[config.mk]
export PLATFORM = sky130hd
export DESIGN_NAME = fetch_stage
export DESIGN_NICKNAME = d
export VERILOG_FILES = /design/src/rtl/fetch_stage.sv
export SDC_FILE = /design/constraint.sdc
export NUM_CORES = 1
export LEC_CHECK = 0
export BUFFER_PORTS_ARGS = -buffer_cell sky130_fd_sc_hd__buf_2
export CAP_MARGIN = 0
export CORE_ASPECT_RATIO = 0.7
export CORE_MARGIN = 5
export CORE_UTILIZATION = 51
export CTS_CLUSTER_DIAMETER = 120
export DETAILED_ROUTE_END_ITERATION = 8
export GPL_ROUTABILITY_DRIVEN = 0
export PLACE_DENSITY = 0.85
export SLEW_MARGIN = 20
export SYNTH_ARGS = -nofsm -noshare
export SYNTH_HDL_FRONTEND = slang
export SYNTH_SLANG_ARGS = --single-unit
[constraint.sdc]
create_clock -name clock -period 19.7 [get_ports clock]
set_clock_uncertainty 0.15 [all_clocks]
set_input_delay 1.97 -clock clock [delete_from_list [all_inputs] [get_ports clock]]
set_output_delay 1.97 -clock clock [all_outputs]
set_load 0.005 [all_outputs]
[src/rtl/fetch_stage.sv]
// Instruction fetch stage: owns the PC, issues word reads to a synchronous
// instruction memory and buffers returned {pc, insn} pairs for decode.
// Latency: imem_req in cycle N gives out_valid in cycle N+2. Redirects cost
// 2 bubble cycles on the request side and at least 4 cycles to new output.
// Backpressure: out_ready=0 holds the head stable; requests stop once
// buffered + in-flight entries would reach BUF_DEPTH, so nothing is dropped.
//
// Ports:
//   clock, reset              sole clock; synchronous active-low reset
//   imem_req/imem_addr        word read request to instruction memory
//   imem_rdata                read data, valid the cycle after imem_req
//   redirect_valid/_pc        PC redirect from branch resolution
//   out_valid/out_ready       valid/ready handshake towards decode
//   out_pc/out_insn           head entry (zero while out_valid=0)
//   stat_fetched/stat_stall   only with FETCH_STATS_EN defined: accepted
//                             instructions and stalled-head cycles
//
// Optional feature macro: FETCH_STATS_EN

module fetch_stage #(
    parameter logic [31:0] PC_RESET  = 32'h0100_0000,
    parameter int          BUF_DEPTH = 2
) (
    input  logic        clock,
    input  logic        reset,
    output logic        imem_req,
    output logic [31:0] imem_addr,
    input  logic [31:0] imem_rdata,
    input  logic        redirect_valid,
    input  logic [31:0] redirect_pc,
    output logic        out_valid,
    input  logic        out_ready,
    output logic [31:0] out_pc,
    output logic [31:0] out_insn
`ifdef FETCH_STATS_EN
    ,
    output logic [31:0] stat_fetched,
    output logic [31:0] stat_stall
`endif
);

    localparam int PW = (BUF_DEPTH > 1) ? $clog2(BUF_DEPTH) : 1;
    localparam int CW = PW + 1;
    localparam logic [CW-1:0] DEPTH_C = CW'(BUF_DEPTH);

    typedef enum logic [1:0] {
        ST_RST   = 2'd0,
        ST_RUN   = 2'd1,
        ST_FLUSH = 2'd2
    } state_t;

    typedef struct packed {
        logic [31:0] pc;
        logic [31:0] insn;
    } entry_t;

    state_t         state_q, state_d;
    logic [31:0]    pc_q, pc_d;
    logic [31:0]    issued_pc_q, issued_pc_d;
    logic           inflight_q, inflight_d;
    logic [PW-1:0]  rd_ptr_q, rd_ptr_d;
    logic [PW-1:0]  wr_ptr_q, wr_ptr_d;
    logic [CW-1:0]  count_q, count_d;
    entry_t         ibuf_q [BUF_DEPTH];

    logic           deq;
    logic           redir;
    logic           cap;
    logic           issue;
    logic [CW:0]    occ;
    entry_t         head;

    // The low address bits of a redirect target are forced to zero.
    logic           redirect_lsb_unused;
    assign redirect_lsb_unused = ^redirect_pc[1:0];

    // Head of the buffer; outputs read zero when nothing is buffered so the
    // uninitialised storage never leaks out.
    assign head      = ibuf_q[rd_ptr_q];
    assign out_valid = (count_q != '0);
    assign out_pc    = out_valid ? head.pc   : 32'h0;
    assign out_insn  = out_valid ? head.insn : 32'h0;

    assign deq = out_valid & out_ready;

    // A redirect is ignored in RST; the reset state owns the PC there.
    assign redir = redirect_valid && (state_q != ST_RST);

    // A response arriving in a redirect cycle is wrong-path and is dropped
    // together with the rest of the buffer.
    assign cap = inflight_q && !redir;

    // Entries that will occupy the buffer once the outstanding read lands,
    // counting a head leaving this cycle as already gone.
    assign occ   = {1'b0, count_q} + (CW+1)'(inflight_q) - (CW+1)'(deq);
    assign issue = (state_q == ST_RUN) && !redir && (occ < {1'b0, DEPTH_C});

    assign imem_req  = issue;
    assign imem_addr = pc_q;

    // Next-state, PC and buffer bookkeeping.
    always_comb begin
        state_d     = state_q;
        pc_d        = pc_q;
        issued_pc_d = issued_pc_q;
        inflight_d  = 1'b0;
        rd_ptr_d    = rd_ptr_q;
        wr_ptr_d    = wr_ptr_q;
        count_d     = count_q;

        unique case (state_q)
            ST_RST:   state_d = ST_RUN;
            ST_RUN:   state_d = redir ? ST_FLUSH : ST_RUN;
            ST_FLUSH: state_d = redir ? ST_FLUSH : ST_RUN;
            default:  state_d = ST_RST;
        endcase

        if (redir) begin
            pc_d = {redirect_pc[31:2], 2'b00};
        end else if (issue) begin
            pc_d        = pc_q + 32'd4;
            issued_pc_d = pc_q;
            inflight_d  = 1'b1;
        end

        if (redir) begin
            // The head handshake of this cycle (if any) still completes;
            // everything else, including this cycle's response, is discarded.
            rd_ptr_d = '0;
            wr_ptr_d = '0;
            count_d  = '0;
        end else begin
            if (cap) begin
                wr_ptr_d = wr_ptr_q + PW'(1);
            end
            if (deq) begin
                rd_ptr_d = rd_ptr_q + PW'(1);
            end
            count_d = count_q + CW'(cap) - CW'(deq);
        end
    end

    always_ff @(posedge clock) begin
        if (!reset) begin
            state_q     <= ST_RST;
            pc_q        <= PC_RESET;
            issued_pc_q <= 32'h0;
            inflight_q  <= 1'b0;
            rd_ptr_q    <= '0;
            wr_ptr_q    <= '0;
            count_q     <= '0;
        end else begin
            state_q     <= state_d;
            pc_q        <= pc_d;
            issued_pc_q <= issued_pc_d;
            inflight_q  <= inflight_d;
            rd_ptr_q    <= rd_ptr_d;
            wr_ptr_q    <= wr_ptr_d;
            count_q     <= count_d;
        end
    end

    // Buffer storage has no reset; occupancy is tracked by count_q alone.
    always_ff @(posedge clock) begin
        if (reset && cap) begin
            ibuf_q[wr_ptr_q] <= '{pc: issued_pc_q, insn: imem_rdata};
        end
    end

    // The issue rule guarantees a free slot for every returning response.
    always_ff @(posedge clock) begin
        if (reset) begin
            assert (!(cap && (count_q == DEPTH_C)));
        end
    end

`ifdef FETCH_STATS_EN
    logic [31:0] stat_fetched_q;
    logic [31:0] stat_stall_q;

    always_ff @(posedge clock) begin
        if (!reset) begin
            stat_fetched_q <= 32'h0;
            stat_stall_q   <= 32'h0;
        end else begin
            if (deq) begin
                stat_fetched_q <= stat_fetched_q + 32'd1;
            end
            if (out_valid && !out_ready) begin
                stat_stall_q <= stat_stall_q + 32'd1;
            end
        end
    end

    assign stat_fetched = stat_fetched_q;
    assign stat_stall   = stat_stall_q;
`endif

endmodule
==> summary.md <==
| Metric | Value |
|---|---|
| Clock sink count | `192` |
| Worst hold stages | `0` |
| Synth cell count leaders | `edfxtp_1 (124), nand2_1 (89), nor2_1 (82), dfxtp_1 (68), mux2i_1 (62)` |
| Startpoint Class | `input pin` |
| FMAX | `155 MHz` |
| Cell Pwr Density | `103 nW/um2` |
| Primary FF master, synth | `edfxtp_1` |
| # setup viols final | `0` |
| Final WL | `17,200 um` |
| PortBufs | `159` |
| Worst min path class | `reg2reg` |
| Synth Register Bits | `192` |
| Fin. Hold Viols | `0` |
| VDD IR-drop max | `0.0533 mV` |
| Vias | `5,575` |
| Layout overhead on the synthesized area | `20.6%` |
| Die X-Extent | `158 um` |
| Post-route minimum period | `6.44 ns` |
| Setup crit end kind | `output pin` |
| Critical Path AT | `4.32 ns` |
| R2R cell count | `10` |
| Total global routing overflow | `0` |
| Critical Path Fanout Max | `39` |
| Outcome | `finished, final reports clean` |
| Hold Worst Slack | `0.303 ns` |
| Vias in the first global route | `5,392` |
| Initial antenna violation count | `0` |
| First-pass GRT wire length | `27,400 um` |
| Starting Density | `52.4%` |
| Slew @ Worst Pin | `0.901 ns` |
| Worst slew margin | `39.7%` |
| Reg-to-Reg End | `imem_addr[18]$_SDFFE_PN0P_` |
| Largest net degree at the start of global routing | `63` |
| NumNets Final | `882` |
| Number of H-tree levels | `4` |
| Netlist cell types | `43` |
| Synth top area cells | `edfxtp_1 (48%), dfxtp_1 (18%), mux2i_1 (8.0%)` |
| Post-cts sizing count | `0` |
| Crit path kind | `in2out` |
| Final Max Slew Viols | `0` |
| Antenna Violating Nets Remaining | `0` |
| RSZ-0062 raised after global routing | `no` |
| Critical path endpoint | `imem_req` |
| Tot GR Track Use | `19.5%` |
| Worst-Skew Late Latency | `0.42 ns` |
| 1st-pass router iterations | `5` |
| Leakage power | `0.00354 uW` |
| Required time of the critical path | `17.58 ns` |
| Post-synth top area share | `47.9%` |
| Post-synth ARST share | `0%` |
| Sequential area share after synthesis | `65.5%` |
| I/O pin count | `166` |
| Share of cells above drive strength 1 | `25.6%` |
| Clock transition at path regs | `0.07 ns` |
| Post-CTS Setup Inserts | `0` |
| Worst setup margin | `13.26 ns` |
| Max-cap violations | `0` |
| Final period utilization | `32.7%` |
| Routed length per instance | `17.0 um` |
| Via density | `5.49` |
| TritonCTS clock tree | `done` |
| Setup crit start | `out_ready` |
| Mapped Cells | `657` |
| R2R setup slack | `16.13 ns` |
| Initial DRC count | `432` |
| DP Worst Slack | `13.28 ns` |
| Placeable Area | `14,800 um2` |
| R2R Path Start | `count_q[1]$_SDFF_PP0_` |
| DPL Wire Length | `11,600 um` |
| Mapped Area | `7770 um2` |
| Hold buffers post-CTS | `0` |
| TritonCTS Buffers | `17` |
| Avg Inst Size Synth | `11.8 um2` |
| TNS Setup | `0 ns` |
| Post-synth EDFFs | `124` |
| Die H | `113 um` |
| Clk buf depth | `2` |
| Die ar. | `17,800 um2` |
| DRC errors left | `0` |
| Cell row count | `37` |
| Root buf cell | `clkbuf_16` |
| Antenna Cells | `0` |
| Pwr Total | `964 uW` |
| Area leader, netlist | `edfxtp_1` |
| Ys Warns | `0` |
| Cell with the most instances after synthesis | `edfxtp_1` |
registers in the layout (all words and copies together), names as in the netlist, named ones only:
signal and flops:
rd_ptr_q 1, count_q 2, inflight_q 1, wr_ptr_q 1, ibuf_q 124, imem_addr 30
state_q 2, issued_pc_q 30
layer usage:
layer / share of wire (%) / up-vias / global-route usage [%]
li1: - / 2657 / -
met2: 48 / 185 / 31.7
met1: 45 / 2716 / 26.8
met5: 0 / - / 0
met3: 5.9 / 17 / 3.98
met4: 1.0 / 0 / 5.33
layout by cell type, fill, tap and decap left out, drive strengths merged, types with 18 or more instances in the layout:
cell type,count
nand2,89
mux2i,62
o21ai,19
buf,168
a21oi,46
edfxtp,124
clkbuf,18
dfxtp,68
nor2,82
cell families after synthesis:
logic type	after synthesis	synth area share [%]
mux	63	8.13
buf+inv	48	2.63
other cells	1	0.0483
xor+xnor	24	2.71
fa+ha+maj	6	1.06
compound gates	85	6.10
simple gates	238	13.9
flops	192	65.5
area by class of cell:
cell class                 instances  area, um2
fill                            1208       5450
sequential                       192       5090
multi-input combinational        420       2510
timing repair buffer             168        883
clock buffer                      18        450
tap                              195        244
clock inverter                    14        156
inverter                           9       33.8
worst max-delay path, stage by stage:
cell	delay (ns)
buf_2	0.11
nand2_1	0.05
nor2_1	0.17
o21ai_0	0.15
fa_1	0.50
nand2_1	0.18
or3_1	0.40
inv_2	0.54
buf_2	0.23
report_power, final:
part / switching (uW) / internal [uW]
sequential: 19.8 / 446
clock: 163 / 179
combinational: 94.9 / 61.4
total: 278 / 686
metrics by stage:
step | cells | utilization [%] | area (um2)
detailed placement | 983 | 58.9 | 8730
floorplan | 660 | - | 7780
global route | 1016 | 63.2 | 9370
global placement | 983 | 58.9 | 8730
CTS | 1015 | 63.0 | 9330
finish | 1016 | 63.2 | 9370
how the worst min path moves through the flow:
stage,slack [ns],startpoint,to
floorplan,0.28,issued_pc_q[2]$_SDFFE_PN0P_,ibuf_q[0][34]$_DFFE_PP_
global placement,0.28,issued_pc_q[17]$_SDFFE_PN0P_,ibuf_q[0][49]$_DFFE_PP_
detailed placement,0.29,issued_pc_q[14]$_SDFFE_PN0P_,ibuf_q[1][46]$_DFFE_PP_
CTS,0.30,issued_pc_q[9]$_SDFFE_PN0P_,ibuf_q[1][41]$_DFFE_PP_
global route,0.32,issued_pc_q[24]$_SDFFE_PN0P_,ibuf_q[1][56]$_DFFE_PP_
finish,0.30,issued_pc_q[22]$_SDFFE_PN0P_,ibuf_q[0][54]$_DFFE_PP_
(Power assumes the default switching activity.)
